**config.mk**
```make
export PLATFORM = sky130hd
export DESIGN_NAME = instr_fetch
export DESIGN_NICKNAME = d
export VERILOG_FILES = /design/src/rtl/instr_fetch.sv
export SDC_FILE = /design/constraint.sdc
export NUM_CORES = 1
export LEC_CHECK = 0
export ABC_AREA = 1
export CORE_UTILIZATION = 40
export DETAILED_ROUTE_END_ITERATION = 16
export GPL_ROUTABILITY_DRIVEN = 1
export PLACE_DENSITY = 0.66
export SYNTH_ARGS = -nofsm -noshare
export SYNTH_HDL_FRONTEND = slang
export SYNTH_SLANG_ARGS = --single-unit
export TNS_END_PERCENT = 30
```
**constraint.sdc**
```tcl
create_clock -name Clk -period 2.5 [get_ports Clk]
set_input_delay 0.5 -clock Clk [delete_from_list [all_inputs] [get_ports Clk]]
set_output_delay 0.5 -clock Clk [all_outputs]
set_load 0.05 [all_outputs]
```
**src/rtl/instr_fetch.sv**
```systemverilog
// instr_fetch: program-counter sequencer for a small processor.
// Three-state control (IDLE / RUN / DONE) steps ProgCtr through the
// instruction ROM, taking absolute or PC-relative branches and stopping on halt.
// Optional macro FETCH_INST_COUNT_EN adds a saturating 16-bit InstCount output
// counting cycles spent in RUN.
module instr_fetch (
  input  logic       Clk,
  input  logic       Reset,
  input  logic       Start,
  input  logic       branch_en,
  input  logic       taken,
  input  logic       branch_rel,
  input  logic [9:0] target,
  input  logic       halt,
  output logic [9:0] ProgCtr,
  output logic       running,
  output logic       Done
`ifdef FETCH_INST_COUNT_EN
  ,
  output logic [15:0] InstCount
`endif
);

  typedef enum logic [1:0] {
    IDLE = 2'd0,
    RUN  = 2'd1,
    DONE = 2'd2
  } state_t;

  state_t state;

  // Relative branch: a 10-bit two's-complement offset added modulo 1024.
  function automatic logic [9:0] rel_add(input logic [9:0] pc, input logic signed [9:0] off);
    logic [9:0] sum;
    sum = pc + off;
    return sum;
  endfunction

  // Sequential increment; 1023 wraps naturally to 0.
  function automatic logic [9:0] inc_pc(input logic [9:0] pc);
    return pc + 10'd1;
  endfunction

  // Control state machine with registered ProgCtr, running and Done.
  always_ff @(posedge Clk) begin
    if (Reset) begin
      state   <= IDLE;
      ProgCtr <= 10'd0;
      running <= 1'b0;
      Done    <= 1'b0;
    end else begin
      case (state)
        IDLE: begin
          ProgCtr <= 10'd0;
          if (Start) begin
            state   <= RUN;
            running <= 1'b1;
            Done    <= 1'b0;
          end
        end
        RUN: begin
          // halt wins over any branch in the same instruction
          if (halt) begin
            state   <= DONE;
            running <= 1'b0;
            Done    <= 1'b1;
          end else if (branch_en && taken) begin
            ProgCtr <= branch_rel ? rel_add(ProgCtr, target) : target;
          end else begin
            ProgCtr <= inc_pc(ProgCtr);
          end
        end
        DONE: begin
          if (Start) begin
            state   <= RUN;
            ProgCtr <= 10'd0;
            running <= 1'b1;
            Done    <= 1'b0;
          end
        end
        default: begin
          state   <= IDLE;
          ProgCtr <= 10'd0;
          running <= 1'b0;
          Done    <= 1'b0;
        end
      endcase
    end
  end

`ifdef FETCH_INST_COUNT_EN
  // Saturating increment so a long program pins at 65535 instead of wrapping.
  function automatic logic [15:0] sat_inc(input logic [15:0] cnt);
    return (cnt == 16'hFFFF) ? cnt : cnt + 16'd1;
  endfunction

  // Count edges spent in RUN (halt cycle included); clear on (re)entry to RUN.
  always_ff @(posedge Clk) begin
    if (Reset) begin
      InstCount <= 16'd0;
    end else if (state == RUN) begin
      InstCount <= sat_inc(InstCount);
    end else if (Start) begin
      InstCount <= 16'd0;
    end
  end
`endif

endmodule

```
==> Word level (Yosys, flattened, before mapping) <==
Index checks and enable logic that the tools add are counted.
{ "op_classes": {"mux": 14, "n_eq_ne": 6, "add_sub_neg": 2, "reduce_logical": 5} }
{ "op_table": {"columns": ["cell", "n"], "rows": [
  ["two-way mux 10 bit", 4],
  ["case mux 10 bit (2 select lines)", 1],
  ["adder 10 x 1 -> 10 bit (second input constant)", 1],
  ["adder 10 bit", 1],
  ["inequality test 2 bit (second input constant)", 3],
  ["two-way mux 1 bit", 4],
  ["two-way mux 2 bit", 2],
  ["case mux 1 bit (2 select lines)", 2],
  ["case mux 2 bit (2 select lines)", 1],
  ["AND reduction 2 bit", 2],
  ["equality test 2 x 1 -> 1 bit (second input constant)", 1],
  ["equality test 2 bit (second input constant)", 1],
  ["zero test 2 bit", 1],
  ["inequality test 2 x 1 -> 1 bit (second input constant)", 1],
  ["OR reduction 2 bit", 1],
  ["logical AND 1 bit", 1]
]} }
{ "word_totals": {"reg_bits": 14, "wordCells": 31, "output_inout_bits": 12, "inputBits": 17} }

==> Longest topological paths before layout <==
Gate-level depths: netlist of run 1.
{ "logic_depth": {"depth_word": 5, "mapped_depth": 13, "depth_no_buf": 13} }

==> Worst setup path before layout of run 1 <==
Ideal clock, no wire load.
{ "synth_path": {"kind": "register to register", "from": "register ProgCtr[0]", "to": "register ProgCtr[8]", "setup_time_ns": 0.114, "required_ns": 2.386, "n_path_buf": 0, "synth_period_minus_slack_ns": 2.188, "stages_incl_launch_ff": 13, "arrival_time_ns": 2.074, "setup_slack_ns": 0.312, "path_cell_list": "dfxtp_1 ha_1 inv_1 fa_1 nand3b_1 nand2_1 nand2_1 nand3_1 nand3_1 nand2_1 nand2_1 nand2_1 nand2_1"} }
{ "synth_between": {"elab_chain_cells": 5, "elab_cells_between_ends": 6, "classes_between": "add/sub: 2; mux: 4"} }
{ "synth_rtl": {"columns": ["item", "line_no", "text"], "rows": [
  ["from (decl)", "15", "output logic [9:0] ProgCtr,"],
  ["from (signal assigned)", "68", "ProgCtr <= branch_rel ? rel_add(ProgCtr, target) : target;"],
  ["from (signal assigned)", "70", "ProgCtr <= inc_pc(ProgCtr);"],
  ["adder 10 bit", "35", "sum = pc + off;"],
  ["two-way mux 10 bit", "68", null],
  ["two-way mux 10 bit (*)", "67", "end else if (branch_en && taken) begin"],
  ["two-way mux 10 bit (*)", "63", "if (halt) begin"],
  ["case mux 10 bit (2 select lines) (*)", "52", "case (state)"]
]} }
Every way passes the cells marked *; elsewhere a longest branch is shown, timed or not. The select of a mux whose other input is x is not followed.
A chain may end at the register's enable or synchronous reset.

==> Worst setup path after layout of run 1 <==
{ "layout_path": {"from": "register ProgCtr[7]", "to": "output port ProgCtr[7]"} }
No word-level cell between the ends.

==> metrics.cfg, run 1 <==
[outcome]
status=complete, no violations

[route]
drcViolationCount=0
drt_wl_total_mm=3.26
first_pass_iters=4
detail-route-antenna-nets=0
wl_met1_mm=1.64
vias_per_cell=4.79
route.met3.wl_um=119
topRoutingLayerUsed=met4
vias=1408
drt-wirelength-per-cell_um=11.1
drt_iter0_drc=57
route.met2.wl_mm=1.45

[worst_setup_path]
r2r_end=ProgCtr[8]
crit_buf_inv=1
r2r_cells=12
path_delay_family=buffers and inverters
cpMaxStageDelayCell=clkdlybuf4s50_1
worstSetupPathDepth=1
r2r_start=ProgCtr[0]
worstSetupPathType=flop to output pin
cp-endpoint=ProgCtr[7]
critPathRequiredTime_ns=2.00
worstPathMaxFanout=7
timing.reg2reg.setup_slack_ns=0.57
path_cells=clkdlybuf4s50_1
critPathLaunchType=flop
max_stage_delay_ns=0.86
endpoint_kind=output pin
arrival_ns=1.64
startpoint=ProgCtr[7]

[cts]
cts_buffers=3
clock_sinks=13
root_buffer=clkbuf_4
clkTransAtPathRegs_ns=0.09
htreeDepth=1
clock_path_buffers=2
cts_tree=yes
cts_setup_buffers=0
cts_hold_buf=0
cts-resized-gates=0
clock_latency_ns=0.29

[sta]
fin_worst_skew_ns=0.00780
setup_viol_count_final=0
fmax_ghz=0.468
rsz0062_at_grt=no
period_needed_ns=2.14
fin_crit_sh=0.855
holdWs_ns=0.487
tightestPinTransition_ns=0.499
drv_slew=0
hold_viol=0
relSlewSlack=0.666
tns_ns=0

[die]
io_pins=29
rows=20
die_width_um=59.6
dieHeight_um=59.6
dieArea_um2=3550
initial_core_util=0.427
core_um2=3100

[flow_run]
maxCapViolations=0

[cells_and_area]
drive_gt1_frac=0.104
finish.utilization=0.546
fin_nets=279
final_cell_count_no_fill=294
antenna_cells=0
syn2layout_area_growth_pct=27.8

[grt]
grt_max_degree=14
grt_pass1_vias=1259
antenna_found_initial=0
grt_pass1_wl_mm=5.48
grt_overflow=0
grt_usage=0.207

[synthesis]
synth_area_leaders=dfxtp_1 (20%), nand2_1 (20%), ha_1 (9.4%)
yosysWarnings=0
avgSynthCellArea_um2=6.08
yosysSeqAreaShare=0.196
synth-seq-cells=13
synth.area.mux_share=0
yosys.area_share.simple=0.405
synthXorXnorAreaFrac=0.0397
synth_top_area_share=0.196
yosysTopAreaCell=dfxtp_1
synth_cell_types=27
synth-compound-area-share=0.140
netlist_instances=218
syn_nets=246
synth_fa_ha_area_frac=0.110
synth_top_family_by_area=simple AND/OR/NAND/NOR gates
netlist_area_um2=1330

[power_and_ir_drop]
leakagePower_nw=0.817
p_per_area_nw_per_um2=297
p_total_w=0.000504
ir_worst_vdd_mv=0.321

[placement]
portBuffers=28
dp_cells=290
hpwlAfterDp_mm=2.66
gp_congestion=0.831

[hold_path]
min-delay-path-class=flop to flop

state kept, by name, indices dropped and copies added (netlist names):
| signal | count |
|---|---|
| Done | 1 |
| ProgCtr | 10 |
| running | 1 |
| state | 1 |
routing by layer:
layer,up-vias,global-route usage
met5,-,0
met4,0,0.0698
met3,5,0.0197
met2,22,0.335
met1,617,0.287
li1,764,-
worst min-delay path by stage:
stage	from	to	slack, ns	cells past startpoint
3_3_place_gp	running	running	0.48	2
5_1_grt	running	running	0.52	2
3_5_place_dp	running	running	0.48	2
4_1_cts	running	running	0.49	2
2_1_floorplan	state[0]	running	0.51	3
6_report	running	running	0.49	2
cells in the mapped netlist, drive strengths merged:
cell type  number
o211ai          1
nor3            1
dfxtp          13
nand4           2
buf             3
o21ai          12
nand2          75
nand3          20
nand3b          3
xnor2           2
nor2           18
xor2            4
o2111ai         1
a32o            1
a21oi          15
ha             10
fa              1
inv            34
o22ai           2
worst reg2reg max path: stages, from the launching register on:
cell and delay [ns]:
dfxtp_1 0.46, ha_1 0.23, inv_1 0.06, fa_1 0.38
nand3b_1 0.17, nand2_1 0.12, nand2_1 0.08, nand3_1 0.07
nand3_1 0.07, nand2_1 0.06, nand2_1 0.05, nand2_1 0.05
nand2_1 0.04
kinds of logic after synthesis:
kind of cell	after synthesis
DFF	13
AOI/OAI and AO/OA	32
buffers and inverters	37
and+or+nand+nor	119
xor gates and xnor gates	6
adders and majority gates	11
power breakdown:
group,switching [W],leakage (nW),total (W),internal [W]
clock network,0.0000784,0.0177,0.000138,0.0000596
registers,0.00000646,0.106,0.000219,0.000213
logic,0.0000835,0.694,0.000146,0.0000627
total,0.000168,0.817,0.000504,0.000335
layout by cell type, fill, tap and decap left out, drive strengths merged:
cell type	n
o211ai	1
dfxtp	13
o22ai	2
a32o	1
ha	10
nand3	20
o2111ai	1
nand4	2
clkdlybuf4s50	28
a21oi	15
nand2	75
clkinv	1
nor3	1
buf	3
xnor2	2
clkbuf	3
nor2	18
inv	34
o21ai	12
nand3b	3
fa	1
xor2	4
through the flow:
step | setup WS (ns) | cell area, um^2
final | 0.363 | 1690
after global routing | 0.163 | 1690
after CTS | 0.362 | 1690
after detailed placement | 0.0724 | 1670
after global placement | 0.113 | 1670
after floorplan | 0.312 | 1330
area by class of cell:
cell class	count	area, um^2
clock inverter	1	5.00
sequential	13	260
multi-input combinational	168	920
clock buffer	3	22.5
inverter	34	128
timing repair buffer	31	303
fill	349	1410
tap	44	55.1
Power figures use the tool's default switching activity.
==> run 2: changes to the inputs <==
--- a/config.mk
+++ b/config.mk
@@ -7,4 +7,5 @@
 export LEC_CHECK = 0
 export ABC_AREA = 1
+export CORE_ASPECT_RATIO = 0.8
 export CORE_UTILIZATION = 40
 export DETAILED_ROUTE_END_ITERATION = 16
==> constraint.sdc (replaced) <==
create_clock -name Clk -period 2.5 [get_ports Clk]
set_input_delay 0.5 -clock Clk [delete_from_list [all_inputs] [get_ports Clk]]
set_output_delay 0.5 -clock Clk [all_outputs]
set_load 0.005 [all_outputs]
==> metrics.cfg, run 2 (synthesized netlist as in run 1, its figures left out) <==
[worst_setup_path]
worstSetupPathType=primary input to flop
worstPathMaxFanout=3
critPathRequiredTime_ns=2.64
endpoint_kind=flop
timing.reg2reg.setup_slack_ns=0.54
arrival_ns=2.34
critPathLaunchType=primary input
r2r_cells=12
r2r_start=ProgCtr[0]
r2r_end=ProgCtr[8]

[sta]
rsz0062_at_grt=no
relSlewSlack=0.773
timing.final.ws_setup_ns=0.300
fin_worst_skew_ns=0.00130
period_needed_ns=2.20
tns_ns=0
hold_viol=0
fin_crit_sh=0.880
fmax_ghz=0.455
drv_slew=0
tightestPinTransition_ns=0.340
setup_viol_count_final=0

[cts]
cts-resized-gates=0
cts_setup_buffers=0
cts_tree=yes
htreeDepth=1
clock_latency_ns=0.24
root_buffer=clkbuf_8
clock_sinks=13
cts_hold_buf=0
clock_path_buffers=2
cts_buffers=3
clkTransAtPathRegs_ns=0.05

[power_and_ir_drop]
p_per_area_nw_per_um2=316
switchingPower_w=0.000149
internal_power_w=0.000389
netSwitchingFraction=0.277
leakagePower_nw=0.822
p_comb_frac=0.247
seqPwrFrac=0.409
ir_worst_vdd_mv=0.299
pwr-share-clk=0.344

[hold_path]
holdPathStages=2
worst_hold_path.endpoint=running
min-delay-path-class=flop to flop
holdCritStartpoint=running

[route]
first_pass_iters=4
drt_iter0_drc=86
vias=1408
detail-route-antenna-nets=0
drt-wirelength-per-cell_um=11.9
drcViolationCount=0
vias_per_cell=4.86
drt_wl_total_mm=3.44

[cells_and_area]
regMostFlops=ProgCtr
syn2layout_area_growth_pct=28.7
fillerInstances=326
fin_nets=279
final_common_cell=nand2_1
largest_reg_flops=10
drive_gt1_frac=0.100
antenna_cells=0
final_cell_mix=nand2_1 (69), inv_1 (30), clkdlybuf4s50_1 (28), nand3_1 (18), a21oi_1 (14)
final_cell_count_no_fill=290

[placement]
gp_congestion=0.845
dp_cells=286
hpwlAfterDp_mm=2.70
portBuffers=28
place_ws_ns=0.0565

[grt]
antenna_found_initial=0
grt_pass1_wl_mm=5.60
grt_usage=0.213
grt_pass1_vias=1199
grt_overflow=0
grt_max_degree=14

[die]
rows=18
initial_core_util=0.423
io_pins=29
die_width_um=66.4
core_um2=3130
dieArea_um2=3550
dieHeight_um=53.5

[flow_run]
maxCapViolations=0

[outcome]
status=complete, no violations

[run 2: cell count changes in the layout (fill, tap and decap cells not counted), sizes merged]
cell	previous run	this run
clkbuf	3	4
clkinv	1	0
[run 2: how the worst max path moves through the flow]
stage                    from          to  slack [ns]  depth (start not counted)
detailed placement  target[0]  ProgCtr[8]        0.06                         13
finish              target[0]  ProgCtr[8]        0.30                         13
global placement    target[0]  ProgCtr[8]        0.11                         13
floorplan           target[0]  ProgCtr[8]        0.62                         12
CTS                 target[0]  ProgCtr[8]        0.32                         13
global route        target[0]  ProgCtr[6]        0.12                         13
[run 2: through the flow]
| step | cell area, um^2 | total power [W] | hold WS [ns] | util |
|---|---|---|---|---|
| 2_1_floorplan | 1330 | 0.000298 | 0.476 | - |
| 3_3_place_gp | 1660 | 0.000357 | 0.483 | 0.530 |
| 3_5_place_dp | 1660 | 0.000356 | 0.479 | 0.530 |
| 4_1_cts | 1710 | 0.000543 | 0.488 | 0.545 |
| 5_1_grt | 1710 | 0.000572 | 0.510 | 0.545 |
| 6_report | 1710 | 0.000538 | 0.486 | 0.545 |
[run 2: per-layer routing]
layer	up-vias	wire, um	track usage
li1	769	-	-
met1	588	1800	0.315
met2	49	1350	0.318
met3	2	256	0.0453
met4	0	31	0.0284
met5	-	0	0
[run 2: cell type report]
cell class	count	area, um^2	share of cell area
inverters	34	128	0.0748
multi-input cells	168	920	0.539
flip-flops and latches	13	260	0.153
well taps	40	50.0	0.0293
clock buffers	4	45.0	0.0264
repair buffers	31	303	0.178
[run 2: worst max-delay path: stages]
cell and delay (ns):
clkdlybuf4s50_1 0.49, ha_1 0.17, inv_1 0.06, fa_1 0.39, nand3b_1 0.17, nand2_1 0.14
nand2_1 0.09, nand3_1 0.07, nand3_1 0.07, nand2_1 0.06, nand2_1 0.04, nand2_1 0.05
nand2_1 0.04
[run 2: power by group through the flow]
stage | Sequential [W] | Combinational (W) | Clock (W)
2_1_floorplan | 0.000223 | 0.0000750 | 0
3_3_place_gp | 0.000225 | 0.000132 | 0
3_5_place_dp | 0.000225 | 0.000132 | 0
4_1_cts | 0.000220 | 0.000133 | 0.000190
5_1_grt | 0.000221 | 0.000149 | 0.000202
6_report | 0.000220 | 0.000133 | 0.000185
==> run 3: changes to the inputs <==
CORE_ASPECT_RATIO = 0.9   (was 0.8)
CORE_UTILIZATION = 51   (was 40)
PLACE_DENSITY = 0.78   (was 0.66)
==> metrics.cfg, run 3 (synthesized netlist as in run 1, its figures left out) <==
[route]
drt-wirelength-per-cell_um=11.9
vias=1434
vias_per_cell=5.16
first_pass_iters=4
detail-route-antenna-nets=0
drt_wl_total_mm=3.31
drt_iter0_drc=46
drcViolationCount=0

[sta]
drv_slew=0
hold_viol=0
fin_worst_skew_ns=0.00114
fin_crit_sh=0.848
rsz0062_at_grt=no
relSlewSlack=0.719
holdWs_ns=0.486
period_needed_ns=2.12
tns_ns=0
fmax_ghz=0.472
tightestPinTransition_ns=0.420
setup_viol_count_final=0

[worst_setup_path]
crit_buf_inv=2
cpMaxStageDelayCell=clkdlybuf4s50_1
max_stage_delay_ns=0.48
r2r_start=ProgCtr[0]
worstPathMaxFanout=3
endpoint_kind=flop
critPathLaunchType=primary input
crit_top_cell=nand2_1
startpoint=target[0]
critPathRequiredTime_ns=2.68
path_cells=clkdlybuf4s50_1 -> ha_1 -> inv_1 -> fa_1 -> nand3b_1 -> nand2_1 -> nand2_1 -> nand3_1 -> nand3_1 -> nand2_1 -> nand2_1 -> nand2_1 -> nand2_1
arrival_ns=2.30
worstSetupPathType=primary input to flop
path_delay_family=simple AND/OR/NAND/NOR gates

[grt]
antenna_found_initial=0
grt_pass1_vias=1269
grt_pass1_wl_mm=5.57
grt_max_degree=14
grt_usage=0.254
grt_overflow=0

[cts]
clock_sinks=13
cts-resized-gates=0
clock_latency_ns=0.28
cts_buffers=3
clock_path_buffers=2
clkTransAtPathRegs_ns=0.08
cts_hold_buf=0
htreeDepth=1
root_buffer=clkbuf_4
cts_tree=yes
cts_setup_buffers=0

[outcome]
status=complete, no violations

[die]
dieArea_um2=2810
rows=17
die_width_um=55.7
initial_core_util=0.542
io_pins=29
core_um2=2450
dieHeight_um=50.4

[power_and_ir_drop]
internal_power_w=0.000338
leakagePower_nw=0.814
seqPwrFrac=0.454
p_comb_frac=0.271
pwr-share-clk=0.274
netSwitchingFraction=0.302
switchingPower_w=0.000146
p_per_area_nw_per_um2=289
ir_worst_vdd_mv=0.365

[cells_and_area]
regMostFlops=ProgCtr
final_cell_mix=nand2_1 (69), inv_1 (30), clkdlybuf4s50_1 (28), nand3_1 (18), a21oi_1 (14)
largest_reg_flops=10
final_common_cell=nand2_1
fin_nets=279
antenna_cells=0
drive_gt1_frac=0.100
syn2layout_area_growth_pct=26.2

[placement]
portBuffers=28
hpwlAfterDp_mm=2.66
gp_congestion=0.805

[hold_path]
min-delay-path-class=flop to flop
holdCritStartpoint=running

[flow_run]
maxCapViolations=0

==> run 3: cell types whose count changed in the layout (fill, tap and decap cells not counted) <==
| cell | previous run | this run |
|---|---|---|
| clkbuf_4 | 0 | 3 |
| clkbuf_8 | 3 | 0 |
==> run 3: cell type report <==
class | instances | area, um^2
Clock buffer | 4 | 26.3
Fill cell | 246 | 774
Inverter | 34 | 128
Multi-Input combinational cell | 168 | 920
Sequential cell | 13 | 260
Tap cell | 28 | 35.0
Timing Repair Buffer | 31 | 303
==> run 3: power by group through the flow <==
stage | combinational [W] | clock (W) | sequential [W]
floorplan | 0.0000750 | 0 | 0.000223
global placement | 0.000130 | 0 | 0.000224
detailed placement | 0.000131 | 0 | 0.000224
CTS | 0.000132 | 0.000136 | 0.000220
global route | 0.000146 | 0.000147 | 0.000221
finish | 0.000131 | 0.000133 | 0.000220
==> run 3: path summary, 6_finish.rpt <==
check                                   to  slack [ns]  depth (start not counted)
worst min-delay path               running        0.49                          2
worst max register to register  ProgCtr[8]        0.56                         12
worst min register to register     running        0.49                          2
worst max-delay path            ProgCtr[8]        0.38                         13
==> run 3: per-stage QoR <==
stage                     utilization  std cells  setup slack, ns  power (W)  area (um^2)
after global routing            0.683        278            0.227   0.000514         1670
after global placement          0.673        274            0.122   0.000354         1650
after floorplan                     -        218            0.624   0.000298         1330
final                           0.683        278            0.380   0.000484         1670
after CTS                       0.683        278            0.377   0.000487         1670
after detailed placement        0.673        274           0.0770   0.000356         1650
==> run 3: per-layer routing <==
metal  vias to the layer above  track usage  routed length (um)
met5                         -            0                   0
met3                         5       0.0155                  99
met2                        21        0.432                1520
li1                        768            -                   -
met1                       640        0.349                1660
met4                         0       0.0750                  32
==> run 3: tightest hold or removal path, delay by kind of cell (launching register included) <==
kind,cells,cell delay (ns)
flops,1,0.32
compound gates,1,0.08
simple gates,1,0.05
